$ cat config.mk
export PLATFORM = sky130hd
export DESIGN_NAME = uart_host_ctrl_flat
export DESIGN_NICKNAME = d
export VERILOG_FILES = /design/src/rtl/uart_ctrl_pkg.sv /design/src/rtl/uart_host_ctrl_if.sv /design/src/rtl/uart_host_ctrl_rr_arbiter.sv /design/src/rtl/uart_host_ctrl.sv /design/src/flat_wrapper.sv
export SDC_FILE = /design/constraint.sdc
export NUM_CORES = 1
export LEC_CHECK = 0
export CORE_MARGIN = 5
export CORE_UTILIZATION = 36
export DETAILED_ROUTE_END_ITERATION = 7
export PLACE_DENSITY = 0.83
export SLEW_MARGIN = 5
export SYNTH_ARGS = -nofsm -noshare
export SYNTH_HDL_FRONTEND = slang
export SYNTH_SLANG_ARGS = --single-unit
$ cat constraint.sdc
create_clock -name clock -period 3.7 [get_ports clock]
set_clock_uncertainty 0.05 [all_clocks]
set_input_delay 0.925 -clock clock [delete_from_list [all_inputs] [get_ports clock]]
set_output_delay 0.925 -clock clock [all_outputs]
set_load 0.01 [all_outputs]
$ cat src/rtl/uart_ctrl_pkg.sv
// Shared types and constants for the UART host controller: FSM state
// encoding, status word bit positions and the default UART register map.
package uart_ctrl_pkg;

  typedef enum logic [2:0] {
    ST_IDLE      = 3'd0,
    ST_POLL      = 3'd1,
    ST_POLL_WAIT = 3'd2,
    ST_RX_READ   = 3'd3,
    ST_RX_WAIT   = 3'd4,
    ST_TX_WRITE  = 3'd5
  } ctrl_state_e;

  localparam int STATUS_RX_BIT = 0;
  localparam int STATUS_TX_BIT = 1;

  localparam int DEFAULT_RX_ADDRESS     = 0;
  localparam int DEFAULT_TX_ADDRESS     = 1;
  localparam int DEFAULT_STATUS_ADDRESS = 2;

endpackage

$ cat src/rtl/uart_host_ctrl_if.sv
// UART register bus between the host controller (master) and the UART core (slave).
interface uart_host_ctrl_if #(
  parameter int WIDTH         = 8,
  parameter int ADDRESS_WIDTH = 4
);
  logic                     uart_read_enable;
  logic                     uart_write_enable;
  logic [ADDRESS_WIDTH-1:0] uart_active_address;
  logic [WIDTH-1:0]         uart_data_in;
  logic [WIDTH-1:0]         uart_data_out;

  modport master (
    output uart_read_enable, uart_write_enable, uart_active_address, uart_data_in,
    input  uart_data_out
  );

  modport slave (
    input  uart_read_enable, uart_write_enable, uart_active_address, uart_data_in,
    output uart_data_out
  );
endinterface

$ cat src/rtl/uart_host_ctrl_rr_arbiter.sv
// Two-requester round-robin arbiter; the registered grant doubles as the
// last-grant memory that breaks the next tie.
module uart_rr_arbiter (
  input  logic       clock,
  input  logic       reset,
  input  logic [1:0] req,
  input  logic       update,
  output logic       grant_q
);
  logic next_grant;

  // On a tie the requester not granted last wins; a lone requester wins outright.
  always_comb next_grant = (req == 2'b11) ? ~grant_q : req[1];

  always_ff @(posedge clock or posedge reset) begin
    if (reset)       grant_q <= 1'b1;
    else if (update) grant_q <= next_grant;
  end
endmodule

$ cat src/rtl/uart_host_ctrl.sv
// Polling UART host: reads the status register continuously and moves bytes
// between the UART and one rx stream plus two arbitrated tx streams.
module uart_host_ctrl
  import uart_ctrl_pkg::*;
#(
  parameter int WIDTH          = 8,
  parameter int ADDRESS_WIDTH  = 4,
  parameter int RX_ADDRESS     = DEFAULT_RX_ADDRESS,
  parameter int TX_ADDRESS     = DEFAULT_TX_ADDRESS,
  parameter int STATUS_ADDRESS = DEFAULT_STATUS_ADDRESS
) (
  input  logic              clock,
  input  logic              reset,
  uart_host_ctrl_if.master  uart,
  input  logic              tx0_valid,
  input  logic [WIDTH-1:0]  tx0_data,
  output logic              tx0_ready,
  input  logic              tx1_valid,
  input  logic [WIDTH-1:0]  tx1_data,
  output logic              tx1_ready,
  output logic              rx_valid,
  output logic [WIDTH-1:0]  rx_data,
  input  logic              rx_ready,
  output logic              busy
);
  // state      | meaning
  // IDLE       | one-cycle gap between polls
  // POLL       | status read strobe
  // POLL_WAIT  | status on uart_data_out, pick rx / tx / nothing
  // RX_READ    | rx data read strobe
  // RX_WAIT    | rx byte on uart_data_out, capture into holding register
  // TX_WRITE   | tx write strobe with granted byte, granted ready pulse
  localparam logic [2:0] S_IDLE      = ST_IDLE;
  localparam logic [2:0] S_POLL      = ST_POLL;
  localparam logic [2:0] S_POLL_WAIT = ST_POLL_WAIT;
  localparam logic [2:0] S_RX_READ   = ST_RX_READ;
  localparam logic [2:0] S_RX_WAIT   = ST_RX_WAIT;
  localparam logic [2:0] S_TX_WRITE  = ST_TX_WRITE;

  logic [2:0] state, next_state;
  logic       svc_tx_q;
  logic       rx_cand, tx_cand, pick_rx, pick_tx;
  logic       grant_q;

  always_comb begin
    rx_cand = uart.uart_data_out[STATUS_RX_BIT] && !rx_valid;
    tx_cand = uart.uart_data_out[STATUS_TX_BIT] && (tx0_valid || tx1_valid);
    pick_rx = rx_cand && (!tx_cand || !svc_tx_q);
    pick_tx = tx_cand && !pick_rx;
  end

  always_comb begin
    next_state = S_IDLE;
    case (state)
      S_IDLE:      next_state = S_POLL;
      S_POLL:      next_state = S_POLL_WAIT;
      S_POLL_WAIT: next_state = pick_rx ? S_RX_READ : (pick_tx ? S_TX_WRITE : S_IDLE);
      S_RX_READ:   next_state = S_RX_WAIT;
      default:     next_state = S_IDLE;
    endcase
  end

  always_ff @(posedge clock or posedge reset) begin
    if (reset) state <= S_IDLE;
    else       state <= next_state;
  end

  // The service flag only moves when rx and tx actually contend.
  always_ff @(posedge clock or posedge reset) begin
    if (reset)                                            svc_tx_q <= 1'b0;
    else if (state == S_POLL_WAIT && rx_cand && tx_cand)  svc_tx_q <= ~svc_tx_q;
  end

  uart_rr_arbiter u_arb (
    .clock   (clock),
    .reset   (reset),
    .req     ({tx1_valid, tx0_valid}),
    .update  (state == S_POLL_WAIT && pick_tx),
    .grant_q (grant_q)
  );

  always_ff @(posedge clock or posedge reset) begin
    if (reset) begin
      rx_valid <= 1'b0;
      rx_data  <= '0;
    end else if (state == S_RX_WAIT) begin
      rx_valid <= 1'b1;
      rx_data  <= uart.uart_data_out;
    end else if (rx_valid && rx_ready) begin
      rx_valid <= 1'b0;
    end
  end

  // Bus outputs decode straight from state so reset clears them immediately.
  always_comb begin
    uart.uart_read_enable    = 1'b0;
    uart.uart_write_enable   = 1'b0;
    uart.uart_active_address = '0;
    uart.uart_data_in        = '0;
    tx0_ready                = 1'b0;
    tx1_ready                = 1'b0;
    case (state)
      S_POLL: begin
        uart.uart_read_enable    = 1'b1;
        uart.uart_active_address = ADDRESS_WIDTH'(STATUS_ADDRESS);
      end
      S_RX_READ: begin
        uart.uart_read_enable    = 1'b1;
        uart.uart_active_address = ADDRESS_WIDTH'(RX_ADDRESS);
      end
      S_TX_WRITE: begin
        uart.uart_write_enable   = 1'b1;
        uart.uart_active_address = ADDRESS_WIDTH'(TX_ADDRESS);
        uart.uart_data_in        = grant_q ? tx1_data : tx0_data;
        tx0_ready                = ~grant_q;
        tx1_ready                = grant_q;
      end
      default: ;
    endcase
  end

  assign busy = (state != S_IDLE);

endmodule

$ cat src/flat_wrapper.sv
// flat-port wrapper written by rule: the top's interface ports become plain ports
module uart_host_ctrl_flat import uart_ctrl_pkg::*;
#(
  parameter int WIDTH          = 8,
  parameter int ADDRESS_WIDTH  = 4,
  parameter int RX_ADDRESS     = DEFAULT_RX_ADDRESS,
  parameter int TX_ADDRESS     = DEFAULT_TX_ADDRESS,
  parameter int STATUS_ADDRESS = DEFAULT_STATUS_ADDRESS
)
  (clock, reset, tx0_valid, tx0_data, tx0_ready, tx1_valid, tx1_data, tx1_ready, rx_valid, rx_data, rx_ready, busy, uart_uart_read_enable, uart_uart_write_enable, uart_uart_active_address, uart_uart_data_in, uart_uart_data_out);
  uart_host_ctrl_if #(.WIDTH(WIDTH), .ADDRESS_WIDTH(ADDRESS_WIDTH)) uart_i ();
  input  logic clock;
  input  logic reset;
  input  logic tx0_valid;
  input  logic [WIDTH-1:0] tx0_data;
  output logic tx0_ready;
  input  logic tx1_valid;
  input  logic [WIDTH-1:0] tx1_data;
  output logic tx1_ready;
  output logic rx_valid;
  output logic [WIDTH-1:0] rx_data;
  input  logic rx_ready;
  output logic busy;
  output wire logic [$bits(uart_i.uart_read_enable)-1:0] uart_uart_read_enable;
  output wire logic [$bits(uart_i.uart_write_enable)-1:0] uart_uart_write_enable;
  output wire logic [$bits(uart_i.uart_active_address)-1:0] uart_uart_active_address;
  output wire logic [$bits(uart_i.uart_data_in)-1:0] uart_uart_data_in;
  input wire logic [$bits(uart_i.uart_data_out)-1:0] uart_uart_data_out;
  assign uart_uart_read_enable = uart_i.uart_read_enable;
  assign uart_uart_write_enable = uart_i.uart_write_enable;
  assign uart_uart_active_address = uart_i.uart_active_address;
  assign uart_uart_data_in = uart_i.uart_data_in;
  assign uart_i.uart_data_out = uart_uart_data_out;
  uart_host_ctrl #(.WIDTH(WIDTH), .ADDRESS_WIDTH(ADDRESS_WIDTH), .RX_ADDRESS(RX_ADDRESS), .TX_ADDRESS(TX_ADDRESS), .STATUS_ADDRESS(STATUS_ADDRESS)) u_core (.clock(clock), .reset(reset), .uart(uart_i), .tx0_valid(tx0_valid), .tx0_data(tx0_data), .tx0_ready(tx0_ready), .tx1_valid(tx1_valid), .tx1_data(tx1_data), .tx1_ready(tx1_ready), .rx_valid(rx_valid), .rx_data(rx_data), .rx_ready(rx_ready), .busy(busy));
endmodule
Word level (Yosys, flattened, before mapping)
Index checks and enable logic that the tools add are counted.

$lt $le $gt $ge: 0. Reductions and logical operators: 18. Bitwise operators: 2. Shift operators: 0. Multipliers: 0. Eq/ne operators: 6. Div/mod/pow operators: 0. Add/subtract/negate cells: 0. Muxes and demuxes: 13.

Operators by type and width (count): two-way mux 8 bit (2); case mux 3 bit (4 select lines) (1); logical AND 1 bit (8); two-way mux 1 bit (7); == test 3 x 2 -> 1 bit, second input constant (2); == test 3 bit, second input constant (2); two-way mux 3 bit (2); zero test 1 bit (4); case mux 2 bit (2 select lines) (1); == test 3 x 1 -> 1 bit, second input constant (1); zero test 3 bit (1); nonzero test 3 bit (1); == test 2 bit, second input constant (1); logical OR 1 bit (2); inverter 1 bit (2); nonzero test 2 bit (1); OR reduction 2 bit (1).

RAM bits: 0. Logic and storage cells: 44. ROM bits: 0. Latch bits: 0. Memories kept: 0. Register bits after elaboration: 14.

Longest topological paths before layout
Gate-level depths: netlist of run 1.

Depth after elaboration: 10. Mapped depth: 3. Depth with buffers taken out: 3.

By module
A second synthesis of run 1 with hierarchy kept.

Cell total of the unflattened synthesis: 77. Area total of the unflattened synthesis: 802.0 um2.

Modules (own cells, without submodules): uart_host_ctrl (area an instance 749.5 um2, sequential area each 325.3 um2, times used 1, cells each 73); uart_rr_arbiter (area an instance 52.6 um2, sequential area each 26.3 um2, times used 1, cells each 4).

Worst setup path before layout of run 1
OpenSTA, ideal clock, no wires.

Path type: input -> output. Start point: input port tx1_data[0]. End point: output port uart_uart_data_in[0]. Stages on the path: 2. Slack: 1.584 ns. Required time: 2.725 ns. Buffers on the path: 0. Arrival time: 1.141 ns. Cell sequence: mux2i_1 > nor2_1.

Word-level cells in the longest chain between the ends: 2.

RTL lines: start, declared (line flat_wrapper.sv:18) `input logic [WIDTH-1:0] tx1_data;`; two-way mux 8 bit (line uart_host_ctrl.sv:114) `uart.uart_data_in = grant_q ? tx1_data : tx0_data;`; two-way mux 8 bit (line uart_host_ctrl.sv:102) `case (state)`; end, declared (line flat_wrapper.sv:27) `output wire logic [$bits(uart_i.uart_data_in)-1:0] uart_uart_data_in;`.

Every way passes these cells.

Worst setup path in the final report of run 1
Start point: input port tx1_data[7]. End point: output port uart_uart_data_in[7].

Same word-level chain as after synthesis.

==> results_dict.tcl, run 1 <==
set metrics [dict create \
    critPathKind "in2out" \
    instances_no_fill 150 \
    synth_top_area_cell "dfrtp_1" \
    synth_warnings 0 \
    htreeDepth 1 \
    final-max-slew-violation-count 0 \
    wl_per_cell_um 13.81 \
    ys.flop_type "dfrtp_1" \
    maxCapViolations 0 \
    p_switching_mw 0.2968 \
    area_delta_synth_final_pct 73.19 \
    path_clk_slew_ps 80 \
    met3_usage_pct 6.265 \
    grt_max_degree 15 \
    finish.net_count 153 \
    clockPowerShare_pct 10.1 \
    drt-initial-drc-count 3 \
    multi_input_area_sq_um 370.4 \
    insertion_delay_ps 270 \
    num_antenna_cells 0 \
    final_area_sq_um 1318 \
    gp_congestion 0.7619 \
    ctsResizeCount 0 \
    irDropWorstVdd_mv 0.3751 \
    ys_seq_area_share_pct 46.22 \
    p_leak_nw 0.5576 \
    num_vias 731 \
    grt-ovfl-total 0 \
    synth_top_area_share_pct 42.76 \
    synthCells 70 \
    synth-seq-cells 14 \
    swShare_pct 34.46 \
    top_usage_layer "met2" \
    met1_usage_pct 13.44 \
    grt_pass1_wl_um 3298 \
    hp-class "reg2reg" \
    postCtsSetupBuffers 0 \
    dpl.hpwl_um 1734 \
    dp.cells 146 \
    period_share_pct 83.24 \
    clockBufferDepth 2 \
    synth.distinct_cells 24 \
    coreArea_sq_um 1982 \
    place_area_sq_um 1291 \
    synthesis.area_sq_um 760.7 \
    p_int_mw 0.5647 \
    drc 0 \
    power_frac_comb_pct 53.2 \
    ios 55 \
    cts_made_buffers 3 \
    final_cell_mix "clkdlybuf4s50_1, dfrtp_1, nor2_1" \
    first_global_vias 760 \
    hold_viol_final 0 \
    status "completed" \
    track_usage_pct 13.12 \
    mostFrequentLayoutCell "clkdlybuf4s50_1" \
    portBuffers 52 \
    start_util_pct 38.38 \
    use_met2_pct 23.04 \
    root_buffer "clkbuf_4" \
    dieWidth_um 55.97 \
    crit_fanout 1 \
    cts_hold_buf 0 \
    worst_pin_slew_ps 531.0 \
    yosys-top-cells-area "dfrtp_1, mux2_2, mux2i_1" \
    end_kind "output pin" \
    period_minus_slack_ps 3080 \
    worstPathRequired_ps 2720 \
    powerDensity_nw_per_um2 653.9 \
    route.antenna.remaining_nets 0 \
    rsz0062_at_grt "false" \
    cp-start-kind "input pin" \
    cts_tree "yes" \
    die_area_sq_um 3133 \
    worstPathArrival_ps 2100 \
    antenna_found_initial 0 \
    slew_headroom_pct 64.56 \
    routed_via_density 4.873 \
    async_reset_ff_share_pct 100.0 \
    avgSynthCellArea_sq_um 10.87 \
    cts.sinks 14 \
    setup-tns-final_ps 0 \
    drt_wl_total_um 2072 \
    std_cell_rows 16 \
    power_frac_seq_pct 36.7 \
    drt_first_pass_iters 2 \
    ff_latch_area_sq_um 351.6 \
    dieHeight_um 55.97 \
    synth-edff-count 0 \
    setup_viol 0 \
    drive_gt1_share_pct 11.38 \
    fillers 161 \
    fmax_mhz 324.7 \
]
-- final cells by class --
| type | instances | area share (%) |
|---|---|---|
| Timing Repair Buffer | 52 | 39.51 |
| Clock buffer | 4 | 1.994 |
| Tap cell | 27 | 2.564 |
| Sequential cell | 14 | 26.69 |
| Multi-Input combinational cell | 49 | 28.11 |
| Inverter | 4 | 1.140 |
-- power groups by stage --
| stage | Combinational [mW] | Sequential, mW | Clock, mW |
|---|---|---|---|
| 6_report | 0.458 | 0.316 | 0.0870 |
| 2_1_floorplan | 0.225 | 0.313 | 0 |
| 3_5_place_dp | 0.464 | 0.321 | 0 |
| 5_1_grt | 0.494 | 0.328 | 0.0991 |
| 4_1_cts | 0.466 | 0.317 | 0.0925 |
| 3_3_place_gp | 0.454 | 0.312 | 0 |
-- metal layers --
metal | vias to the layer above | share of wire [%]
met3 | 2 | 13
li1 | 342 | -
met5 | - | 0
met2 | 47 | 46
met1 | 340 | 41
met4 | 0 | 0.29
-- Yosys cell counts (all sizes together), types with 2 or more instances --
cell	count
and2	2
mux2i	8
nor2b	2
nor2	10
dfrtp	13
inv	4
nand2	4
buf	4
mux2	9
-- registers in the layout, indices dropped and copies added, names as in the netlist --
| signal | flops |
|---|---|
| u_core.rx_valid | 1 |
| u_core.u_arb.grant_q | 1 |
| u_core.rx_data | 8 |
| u_core.svc_tx_q | 1 |
| u_core.state | 3 |
-- metrics by stage --
| step | hold WS, ps | power, mW | worst slack [ps] | utilization [%] |
|---|---|---|---|---|
| finish | 459.1 | 0.8615 | 620.1 | 66.48 |
| detailed placement | 446.8 | 0.7848 | 610.7 | 65.15 |
| global placement | 433.1 | 0.7657 | 631.7 | 65.15 |
| floorplan | 411.8 | 0.5386 | 1584 | - |
| global route | 472.0 | 0.9211 | 558.1 | 66.48 |
| CTS | 460.6 | 0.8754 | 607.2 | 66.48 |
-- worst max-delay path, stage by stage --
cell and delay [ps]:
clkdlybuf4s50_1 460, mux2i_1 60, nor2_1 100, clkdlybuf4s50_1 550
-- kinds of logic after synthesis --
group	synth area share (%)
AO/OA/AOI/OAI	7.402
XOR/XNOR	1.152
buffers and inverters	5.591
flip-flops	46.22
multiplexers	23.85
other	0.4929
AND/OR/NAND/NOR	15.30
-- final timing paths --
path / from / to / slack, ps / cells past startpoint
max: tx1_data[7] / uart_uart_data_in[7] / 620 / 4
min: u_core.rx_data[7]$_DFFE_PP0P_ / u_core.rx_data[7]$_DFFE_PP0P_ / 460 / 1
max reg2reg: u_core.state[0]$_DFF_PP0_ / u_core.rx_data[5]$_DFFE_PP0P_ / 2210 / 2
min reg2reg: u_core.rx_data[7]$_DFFE_PP0P_ / u_core.rx_data[7]$_DFFE_PP0P_ / 460 / 1
max in group asynchronous: reset / u_core.u_arb.grant_q$_DFFE_PP1P_ / 2300 / 2
min in group asynchronous: reset / u_core.rx_data[7]$_DFFE_PP0P_ / 940 / 2
Note: power is estimated with default switching activity, not from simulation.
==> inputs of run 2 (changes only) <==
Settings changed: CORE_UTILIZATION 36 to 30, PLACE_DENSITY 0.83 to 0.74.
Clock period 3.7 ns to 2.56 ns, I/O delays scaled along.
==> results_dict.tcl, run 2 (synthesis results as in run 1) <==
set metrics [dict create \
    root_buffer "clkbuf_4" \
    num_antenna_cells 0 \
    ios 55 \
    routed_via_density 4.597 \
    drive_gt1_share_pct 13.71 \
    largestRegisters "u_core.rx_data: 8 flops, u_core.state: 3 flops" \
    cp_slowest_cell "clkdlybuf4s50_1" \
    wl_per_cell_um 13.34 \
    p_switching_mw 0.4340 \
    clockPowerShare_pct 12.6 \
    powerDensity_nw_per_um2 955.6 \
    path_clk_slew_ps 90 \
    fin_util_pct 54.84 \
    worst_pin_slew_ps 533.9 \
    cp_cell_sequence "clkdlybuf4s50_1 -> mux2i_1 -> nor2_1 -> clkdlybuf4s50_1" \
    dieHeight_um 60.36 \
    status "completed" \
    fmax_mhz 399.4 \
    num_vias 708 \
    area_delta_synth_final_pct 76.97 \
    critPathKind "in2out" \
    htreeDepth 1 \
    largest_register_ffs 8 \
    dieWidth_um 60.36 \
    drt_first_pass_iters 2 \
    cts_made_buffers 3 \
    finish.net_count 154 \
    route.antenna.remaining_nets 0 \
    die_area_sq_um 3643 \
    grt-ovfl-total 0 \
    antenna_found_initial 0 \
    first_global_vias 723 \
    start_util_pct 30.99 \
    worstPathRequired_ps 1870 \
    power_frac_comb_pct 51.5 \
    final_cell_mix "clkdlybuf4s50_1, dfrtp_1, nor2_1" \
    slew_headroom_pct 64.37 \
    rsz0062_at_grt "false" \
    period_minus_slack_ps 2504 \
    cts_tree "yes" \
    swShare_pct 33.73 \
    end_kind "output pin" \
    coreArea_sq_um 2455 \
    cp-start-kind "input pin" \
    cts_hold_buf 0 \
    worst_path_most_repeated_cell "clkdlybuf4s50_1" \
    track_usage_pct 11.12 \
    period_share_pct 97.81 \
    clockBufferDepth 2 \
    cts.sinks 14 \
    portBuffers 52 \
    postCtsSetupBuffers 0 \
    p_int_mw 0.8525 \
    hp-class "reg2reg" \
    regMostFlops "u_core.rx_data" \
    grt_pass1_wl_um 3105 \
    drt_wl_total_um 2055 \
    final-max-slew-violation-count 0 \
    power_frac_seq_pct 35.9 \
    setup_viol 0 \
    p_leak_nw 0.5855 \
    drc 0 \
    crit_fanout 1 \
    slowest_delay_ps 550 \
    insertion_delay_ps 280 \
    hold_viol_final 0 \
    drt-initial-drc-count 21 \
    setup-tns-final_ps 0 \
    mostFrequentLayoutCell "clkdlybuf4s50_1" \
    dpl.hpwl_um 1705 \
    maxCapViolations 0 \
    grt_max_degree 15 \
    std_cell_rows 18 \
    fillers 234 \
    gp_congestion 0.6750 \
    irDropWorstVdd_mv 0.5999 \
    worstPathArrival_ps 1810 \
]
run 2: path summary, 6_finish.rpt:
kind / startpoint / endpoint / slack [ps] / depth (start not counted)
worst min register to register: u_core.state[2]$_DFF_PP0_ / u_core.state[1]$_DFF_PP0_ / 460 / 1
min in group asynchronous: reset / u_core.rx_data[4]$_DFFE_PP0P_ / 660 / 2
worst max register to register: u_core.state[0]$_DFF_PP0_ / u_core.rx_data[5]$_DFFE_PP0P_ / 1080 / 2
worst min-delay path: u_core.state[2]$_DFF_PP0_ / u_core.state[1]$_DFF_PP0_ / 460 / 1
max in group asynchronous: reset / u_core.state[1]$_DFF_PP0_ / 1420 / 2
worst max-delay path: tx1_data[3] / uart_uart_data_in[3] / 60 / 4
run 2: area by class of cell:
type | count | area, sq um | area share [%]
repair buffers | 53 | 530.5 | 39.41
multi-input cells | 49 | 370.4 | 27.51
flip-flops and latches | 14 | 356.6 | 26.49
clock buffers | 4 | 36.28 | 2.695
inverters | 4 | 15.01 | 1.115
well taps | 30 | 37.54 | 2.788
run 2: through the flow:
stage               setup slack [ps]  hold WS, ps  std cells  instance area [sq um]  power [mW]
floorplan                      757.9        411.8         71                  764.5      0.7784
global placement               66.80        432.2        150                   1303       1.117
detailed placement             48.87        445.5        150                   1303       1.135
CTS                            49.29        466.8        154                   1339       1.303
global route                  0.4214        483.6        154                   1346       1.379
finish                         56.09        461.4        154                   1346       1.286
run 2: critical path, delay by kind of cell:
kind          cells  cell delay (ps)
mux               1               60
buf+inv           2             1010
simple gates      1              110
run 2: power by group through the flow:
stage | Clock, mW | Combinational (mW) | Sequential, mW
floorplan | 0 | 0.326 | 0.453
global placement | 0 | 0.665 | 0.453
detailed placement | 0 | 0.672 | 0.463
CTS | 0.167 | 0.677 | 0.460
global route | 0.175 | 0.715 | 0.489
finish | 0.162 | 0.663 | 0.462
run 2: per-layer routing:
layer	share of wire, %	global-route usage, %	up-vias
met3	17	5.532	2
met2	44	18.52	47
met1	38	12.32	314
li1	-	-	345
met5	0	0	-
met4	0.68	3.797	0
run 2: timing repair:
item                                   in CTS  in global routing
gates resized for setup                     0                  3
setup endpoints to repair                   0                  5
endpoints found under the hold margin       0                  0
